File: src/rtl/addr_decoder_ws_if.sv
// CPU data-port side of the address decoder: request/address in,
// chip selects and completion handshake out.
interface addr_decoder_ws_if #(
    parameter int NREG = 4
);
    logic            REQ;
    logic [31:0]     ADDR;
    logic [NREG-1:0] CS_N;
    logic [2:0]      SEL;
    logic            ACK;
    logic            ERR;
    logic            STALL;

    modport master (
        output REQ, ADDR,
        input  CS_N, SEL, ACK, ERR, STALL
    );

    modport slave (
        input  REQ, ADDR,
        output CS_N, SEL, ACK, ERR, STALL
    );
endinterface

File: src/rtl/addr_decoder_ws.sv
// Multi-region address decoder holding one active-low chip select per access
// for a per-region number of wait cycles; stalls the CPU until the access completes.
module addr_decoder_ws #(
    parameter int                  NREG  = 4,
    parameter logic [NREG*32-1:0]  BASE  = {32'h0000_4F00, 32'h0000_FF00, 32'h0000_8000, 32'h0000_4B00},
    parameter logic [NREG*32-1:0]  LIMIT = {32'h0000_5300, 32'h0000_FF10, 32'h0000_9000, 32'h0000_4F00},
    parameter logic [NREG*4-1:0]   WS    = {4'd3, 4'd1, 4'd2, 4'd0}
) (
    input  logic            CLK,
    input  logic            RST,
    addr_decoder_ws_if.slave bus
);

    typedef enum logic [1:0] {
        S_IDLE   = 2'd0,
        S_ACCESS = 2'd1,
        S_ERROR  = 2'd2
    } state_t;

    state_t          state_q, state_d;
    logic [3:0]      cnt_q, cnt_d;
    logic [2:0]      sel_q, sel_d;
    logic [NREG-1:0] cs_n_q, cs_n_d;
    logic            ack_q, ack_d;
    logic            err_q, err_d;

    logic [NREG-1:0] hit;
    logic            hit_any;
    logic [2:0]      hit_idx;
    logic [3:0]      hit_ws;
    logic [NREG-1:0] hit_cs_n;

    // Unsigned range compare per region; LIMIT <= BASE yields an empty range.
    always_comb begin
        for (int k = 0; k < NREG; k++) begin
            hit[k] = (bus.ADDR >= BASE[32*k +: 32]) && (bus.ADDR < LIMIT[32*k +: 32]);
        end
    end

    // Scan from the top so the lowest matching index is the one that sticks.
    always_comb begin
        hit_any = 1'b0;
        hit_idx = 3'd0;
        for (int k = NREG-1; k >= 0; k--) begin
            if (hit[k]) begin
                hit_any = 1'b1;
                hit_idx = 3'(k);
            end
        end
    end

    always_comb begin
        hit_ws   = 4'd0;
        hit_cs_n = '1;
        for (int k = 0; k < NREG; k++) begin
            if (hit_idx == 3'(k)) begin
                hit_ws      = WS[4*k +: 4];
                hit_cs_n[k] = 1'b0;
            end
        end
    end

    // Outputs are computed as next-state values so CS_N/ACK/ERR come straight from flops.
    always_comb begin
        state_d = state_q;
        cnt_d   = cnt_q;
        sel_d   = sel_q;
        cs_n_d  = cs_n_q;
        ack_d   = 1'b0;
        err_d   = 1'b0;

        case (state_q)
            S_IDLE: begin
                cs_n_d = '1;
                if (bus.REQ) begin
                    if (hit_any) begin
                        state_d = S_ACCESS;
                        sel_d   = hit_idx;
                        cnt_d   = hit_ws;
                        cs_n_d  = hit_cs_n;
                        ack_d   = (hit_ws == 4'd0);
                    end else begin
                        state_d = S_ERROR;
                        ack_d   = 1'b1;
                        err_d   = 1'b1;
                    end
                end
            end

            S_ACCESS: begin
                if (cnt_q != 4'd0) begin
                    cnt_d = cnt_q - 4'd1;
                    ack_d = (cnt_q == 4'd1);
                end else begin
                    state_d = S_IDLE;
                    cs_n_d  = '1;
                end
            end

            S_ERROR: begin
                state_d = S_IDLE;
                cs_n_d  = '1;
            end

            default: begin
                state_d = S_IDLE;
                cs_n_d  = '1;
                cnt_d   = 4'd0;
            end
        endcase
    end

    always_ff @(posedge CLK or posedge RST) begin
        if (RST) begin
            state_q <= S_IDLE;
            cnt_q   <= 4'd0;
            sel_q   <= 3'd0;
            cs_n_q  <= '1;
            ack_q   <= 1'b0;
            err_q   <= 1'b0;
        end else begin
            state_q <= state_d;
            cnt_q   <= cnt_d;
            sel_q   <= sel_d;
            cs_n_q  <= cs_n_d;
            ack_q   <= ack_d;
            err_q   <= err_d;
        end
    end

    assign bus.CS_N  = cs_n_q;
    assign bus.SEL   = sel_q;
    assign bus.ACK   = ack_q;
    assign bus.ERR   = err_q;
    assign bus.STALL = bus.REQ & ~ack_q;

endmodule

File: src/flat_wrapper.sv
// flat-port wrapper written by rule: the top's interface ports become plain ports
module addr_decoder_ws_flat 
#(
    parameter int                  NREG  = 4,
    parameter logic [NREG*32-1:0]  BASE  = {32'h0000_4F00, 32'h0000_FF00, 32'h0000_8000, 32'h0000_4B00},
    parameter logic [NREG*32-1:0]  LIMIT = {32'h0000_5300, 32'h0000_FF10, 32'h0000_9000, 32'h0000_4F00},
    parameter logic [NREG*4-1:0]   WS    = {4'd3, 4'd1, 4'd2, 4'd0}
)
  (CLK, RST, bus_REQ, bus_ADDR, bus_CS_N, bus_SEL, bus_ACK, bus_ERR, bus_STALL);
  addr_decoder_ws_if #(.NREG(NREG)) bus_i ();
  input  logic CLK;
  input  logic RST;
  input wire logic [$bits(bus_i.REQ)-1:0] bus_REQ;
  input wire logic [$bits(bus_i.ADDR)-1:0] bus_ADDR;
  output wire logic [$bits(bus_i.CS_N)-1:0] bus_CS_N;
  output wire logic [$bits(bus_i.SEL)-1:0] bus_SEL;
  output wire logic [$bits(bus_i.ACK)-1:0] bus_ACK;
  output wire logic [$bits(bus_i.ERR)-1:0] bus_ERR;
  output wire logic [$bits(bus_i.STALL)-1:0] bus_STALL;
  assign bus_i.REQ = bus_REQ;
  assign bus_i.ADDR = bus_ADDR;
  assign bus_CS_N = bus_i.CS_N;
  assign bus_SEL = bus_i.SEL;
  assign bus_ACK = bus_i.ACK;
  assign bus_ERR = bus_i.ERR;
  assign bus_STALL = bus_i.STALL;
  addr_decoder_ws #(.NREG(NREG), .BASE(BASE), .LIMIT(LIMIT), .WS(WS)) u_core (.CLK(CLK), .RST(RST), .bus(bus_i));
endmodule
File: config.mk
export PLATFORM = sky130hd
export DESIGN_NAME = addr_decoder_ws_flat
export DESIGN_NICKNAME = d
export VERILOG_FILES = /design/src/rtl/addr_decoder_ws_if.sv /design/src/rtl/addr_decoder_ws.sv /design/src/flat_wrapper.sv
export SDC_FILE = /design/constraint.sdc
export NUM_CORES = 1
export LEC_CHECK = 0
export CELL_PAD_IN_SITES_DETAIL_PLACEMENT = 0
export CELL_PAD_IN_SITES_GLOBAL_PLACEMENT = 2
export CORE_MARGIN = 2
export CORE_UTILIZATION = 24
export DETAILED_ROUTE_END_ITERATION = 8
export PLACE_DENSITY_LB_ADDON = 0.1
export SYNTH_ARGS = -nofsm -noshare
export SYNTH_HDL_FRONTEND = slang
export SYNTH_SLANG_ARGS = --single-unit
File: constraint.sdc
create_clock -name CLK -period 4.1 [get_ports CLK]
set_input_delay 0.41 -clock CLK [delete_from_list [all_inputs] [get_ports CLK]]
set_output_delay 0.41 -clock CLK [all_outputs]
set_load 0.05 [all_outputs]
Yosys cells after proc, flatten, opt, wreduce, memory -nomap -nowiden
Cells that the tools add are included.
Cells by class
  muxes and demuxes: 34
  add/subtract/negate cells: 1
  equal/unequal tests: 10
  reductions and logical operators: 11
  bitwise operators: 3
  $lt $le $gt $ge: 8
Operators by type and width (number)
  $ge A32 B15 Y1 const B: 2
  $ge A32 B16 Y1 const B: 2
  $lt A32 B15 Y1 const B: 2
  $lt A32 B16 Y1 const B: 2
  $mux W4: 6
  $mux W2: 10
  $mux W1: 14
  $pmux W4 S3: 1
  $pmux W4 S2: 1
  $eq A2 B2 Y1 const B: 3
  $eq A2 B1 Y1 const B: 2
  $eq A4 B1 Y1 const B: 1
  $logic_and A1 B1 Y1: 4
  $logic_not A4 Y1: 1
  $ne A2 B1 Y1 const B: 2
  $ne A2 B2 Y1 const B: 2
  $pmux W2 S2: 1
  $reduce_and A4 Y1: 1
  $reduce_bool A4 Y1: 1
  $sub A4 B1 Y4 const B: 1
  $logic_not A3 Y1: 1
  $reduce_and A3 Y1: 1
  $logic_not A2 Y1: 1
  $not A1 Y1: 2
  other kinds (3): 3
Word-level totals
  register bits after elaboration: 15
  input port bits: 35

Depth between registers and ports, before layout
  depth after elaboration: 14
  gate-level depth with buffers: 6
  gate-level depth less buffers: 6

Worst setup path before layout
OpenSTA, ideal clock, no wires.
  kind: input to register
  start point: in bus_ADDR[5]
  end point: reg u_core.cnt_q[0]
  stages: 5
  slack: 2153 ps
  buffers on the path: 0
  library setup time: 121 ps
  arrival: 1826 ps
  required time: 3979 ps
  cells stage by stage: or4b_4 -> nor3_4 -> a2111oi_1 -> or3_4 -> a22o_1
Between the ends
  longest elaborated chain between the ends: 12
  elaborated cells on any way between the ends: 29
  those cells by class: 8 x order compare; 3 x eq/ne; 13 x mux; 5 x reduce/logical
Ends and longest elaborated chain
  start, declared: line flat_wrapper.sv:14  | input wire logic [$bits(bus_i.ADDR)-1:0] bus_ADDR;
  $ge A32 B15 Y1 or $lt A32 B15 Y1 (tied branches): line addr_decoder_ws.sv:36  | hit[k] = (bus.ADDR >= BASE[32*k +: 32]) && (bus.ADDR < LIMIT[32*k +: 32]);
  $logic_and A1 B1 Y1: line addr_decoder_ws.sv:36
  $mux W2 (4 in a row): line addr_decoder_ws.sv:45  | if (hit[k]) begin
  $eq A2 B2 Y1: line addr_decoder_ws.sv:56  | if (hit_idx == 3'(k)) begin
  $mux W2 (2 in a row): line addr_decoder_ws.sv:56
  $mux W4: line addr_decoder_ws.sv:76  | if (hit_any) begin
  $mux W4: line addr_decoder_ws.sv:75  | if (bus.REQ) begin
  $pmux W4 S3: line addr_decoder_ws.sv:72  | case (state_q)
  end signal, assigned: line addr_decoder_ws.sv:123  | cnt_q <= cnt_d;
  end, declared: line addr_decoder_ws.sv:21  | logic [3:0] cnt_q, cnt_d;
Parallel ways exist; a longest one is shown, timed or not. The select of a mux whose other input is x is not followed.
A chain may end at the register's enable or synchronous reset.

Worst setup path after layout
  start point: in bus_REQ
  end point: out bus_STALL
Between the ends
  longest elaborated chain between the ends: 1
Ends and longest elaborated chain
  start, declared: line flat_wrapper.sv:13  | input wire logic [$bits(bus_i.REQ)-1:0] bus_REQ;
  $and A1 B1 Y1: line addr_decoder_ws.sv:135  | assign bus.STALL = bus.REQ & ~ack_q;
  end, declared: line flat_wrapper.sv:19  | output wire logic [$bits(bus_i.STALL)-1:0] bus_STALL;
No other way between the ends.

==> impl_summary.txt <==
----------------------------------------------------
[Setup path]
  Crit path kind ... input port to output port
  Worst EP arrival ... 1830 ps
  Critical Path Sink Type ... output port
  Critical-path top delay cell ... sky130_fd_sc_hd__clkdlybuf4s50_1
  Largest fanout on the critical path ... 2
  Cells on worst reg2reg path ... 6
  Cell occurring most often along the worst timing path ... sky130_fd_sc_hd__clkdlybuf4s50_1
  Element type at the critical path start ... input port
  Crit path required time ... 3690 ps
  Longest individual stage delay on the worst path ... 810 ps
  Ordered cell list for the critical path ... clkdlybuf4s50_1 -> nor2b_1 -> clkdlybuf4s50_1

[Routing]
  Ratio of routed vias to standard cells ... 4.72
  Count of routing violations after the opening detailed-route iteration ... 22
  Total detailed-routing wirelength ... 2430 µm
  DRC errors left ... 0
  Drt first pass iters ... 4
  Overall via count from detail_route ... 883
  Antenna Nets Post-Route ... 0
  Routed wire length per instance ... 13.0 µm

[Clocking]
  Total CTS buffers ... 3
  Number of H-tree levels ... 1
  Clk_lat worst skew ... between 200 and 250 ps
  Count of instances resized after the clock tree is built ... 0
  Hold buffer count at cts ... 0
  Buffer depth of the longest clock path ... 2
  Setup Buffers After CTS ... 0
  Cell chosen for the clock root ... sky130_fd_sc_hd__clkbuf_8
  Clock tree from TritonCTS ... built
  Clock-pin slew on the worst setup and hold paths ... around 60 ps
  Sink count of the clock tree ... 14

[Synthesis]
  Number of storage elements in the synthesis netlist ... 14
  Biggest area consumer among synthesized cells ... sky130_fd_sc_hd__dfrtp_1
  Post-synth EDFFs ... 0
  Number of warnings reported in the yosys synthesis log ... 0
  Portion of the post-synthesis area used by sequential elements ... 38.7%
  Ranking of synthesized cells by area ... sky130_fd_sc_hd__dfrtp_1, sky130_fd_sc_hd__dfstp_2, sky130_fd_sc_hd__nor2_1
  Number of standard cells after synthesis ... 97
  Netlist area before placement ... between 900 and 1000 µm²
  Area fraction of the dominant cell type after synthesis ... 27.3%
  Post-synthesis area per instance ... 9.45 µm²
  Async set-reset flop share out of synthesis ... 100%
  Dominant register cell in the synthesized netlist ... sky130_fd_sc_hd__dfrtp_1
  Synthesized net count ... 135
  Library cells used by synthesis ... 40

[Layout]
  Commonest non-fill, non-tap cell in the layout ... sky130_fd_sc_hd__clkdlybuf4s50_1
  Leading cell types in the layout, fill and taps excluded ... sky130_fd_sc_hd__clkdlybuf4s50_1, sky130_fd_sc_hd__nor2_1, sky130_fd_sc_hd__dfrtp_1
  Area Overhead vs Synth ... 54.3%
  Filler Cell Count ... 380
  Antenna diode count ... 0
  Layout cell share with drive strength beyond 1 ... 12.2%
  Nets@finish ... 178

[Power]
  Leak pwr ... about 0.55 nW
  Power per cell area ... ~280 nW/µm²
  Worst ir drop on vdd ... 166 µV

[Placement]
  Last weighted congestion value of the routability-driven placer ... about 0.72
  Worst slack at placement ... 1590 ps
  Placed wire-length estimate after detailed placement ... 2020 µm
  IO Port Bufs ... 39

[STA]
  Min Tclk post-route ... 2240 ps
  Number of pins with negative max-slew slack in the final report ... 0
  Setup repair after global routing missed its margin ... false
  Final cycle utilization of the critical path ... 54.6%
  Setup tns final ... 0 ps
  Setup WS post-layout ... 1860 ps
  Final setup violating endpoints ... 0
  Worst Tran Pin Value ... around 550 ps
  Max transition margin ... 63.2%
  Final Hold Vio Count ... 0
  Final setup skew ... 1.04 ps
  Highest Clock Rate ... 446 MHz

[Die]
  Die span in x ... 65.8 µm
  Number of top-level pins ... 45
  Initial Util ... about a quarter
  Area of the placeable core ... about 3700 µm²
  Number of standard-cell rows in the floorplan ... 22
  Die Ht ... 65.8 µm
  Total Die Area ... 4330 µm²

[Global route]
  Maximum number of pins on one net before global-route repair ... 15
  First-pass GRT wire length ... ~4100 µm
  Congestion Overflow GR ... 0
  Vias in the first global route ... 913
  Number of antenna violations at the first check in global routing ... 0
  GRT Resource Usage Total ... 12.1%

[Flow run]
  Maxcap violations ... 0

[Worst hold path]
  Type of the worst min-delay path ... flip-flop to flip-flop
  Cell depth of the worst min-delay path ... 1

[Status]
  Run status ... finished clean

----------------------------------------------------
[metrics by stage]
step	instances	total power, W	util (%)	hold WS, ps	cell area (µm²)
global placement	183	0.000260	37.1	465	1360
global route	187	0.000415	38.7	517	1420
floorplan	97	0.000213	-	296	917
CTS	187	0.000398	38.7	493	1420
detailed placement	183	0.000261	37.1	474	1360
finish	187	0.000391	38.7	494	1420
[synthesized netlist by cell type, types with 3 or more instances]
library cell and instances:
sky130_fd_sc_hd__dfstp_2 4, sky130_fd_sc_hd__inv_1 4, sky130_fd_sc_hd__a21oi_1 7, sky130_fd_sc_hd__ha_1 3
sky130_fd_sc_hd__nor3_1 4, sky130_fd_sc_hd__nor2_1 12, sky130_fd_sc_hd__nand2_1 4, sky130_fd_sc_hd__nor4_1 5
sky130_fd_sc_hd__dfrtp_1 10, sky130_fd_sc_hd__nand2b_1 6, sky130_fd_sc_hd__o21ai_0 4
[worst paths after layout]
| path | from | to | slack (ps) |
|---|---|---|---|
| max | bus_REQ | bus_STALL | 1860 |
| min reg2reg | u_core.bus.SEL[1] | u_core.bus.SEL[1] | 490 |
| min in group asynchronous | RST | u_core.bus.SEL[1] | 510 |
| max reg2reg | u_core.cnt_q[0] | u_core.cnt_q[0] | 2530 |
| min | u_core.bus.SEL[1] | u_core.bus.SEL[1] | 490 |
| max in group asynchronous | RST | u_core.bus.CS_N[0] | 3220 |
[registers in the layout (all words and copies together) (netlist names)]
name / count
u_core.bus.ACK: 1
u_core.bus.CS_N: 4
u_core.bus.ERR: 1
u_core.bus.SEL: 2
u_core.cnt_q: 4
u_core.state_q: 2
[critical path, delay by kind of cell]
kind          cells  cell delay (ps)
buf+inv           2             1290
simple gates      1              130
[kinds of logic (layout without fill, tap and decap cells)]
family	Yosys count	in the layout	share of synthesized area, %
DFF	14	14	38.7
buffers and inverters	5	47	2.46
adders and majority gates	3	3	4.09
muxes	2	2	2.18
and+or+nand+nor	48	48	33.8
AOI/OAI and AO/OA	24	24	18.3
other	1	1	0.409
[power breakdown]
part / leakage (nW) / total (W) / switching (W) / internal (W)
clock: 0.0288 / 0.000133 / 0.0000483 / 0.0000850
sequential: 0.170 / 0.000160 / 0.00000973 / 0.000150
combinational: 0.347 / 0.0000973 / 0.0000455 / 0.0000517
[metal layers]
metal,share of wire (%),wire length (µm),vias to the layer above,track usage [%]
met5,0,0,-,0
met4,0.53,13,0,2.34
met3,3.0,74,2,3.07
met2,52,1250,12,21.0
met1,45,1090,423,15.3
li1,-,-,446,-
[layout make-up]
class	instances	area, µm²	area share, %
clock buffers	4	55.1	3.89
well taps	48	60.1	4.24
inverters	4	15.0	1.06
repair buffers	39	390	27.6
multi-input cells	78	539	38.1
flip-flops and latches	14	355	25.1
Power figures use the tool's default switching activity.
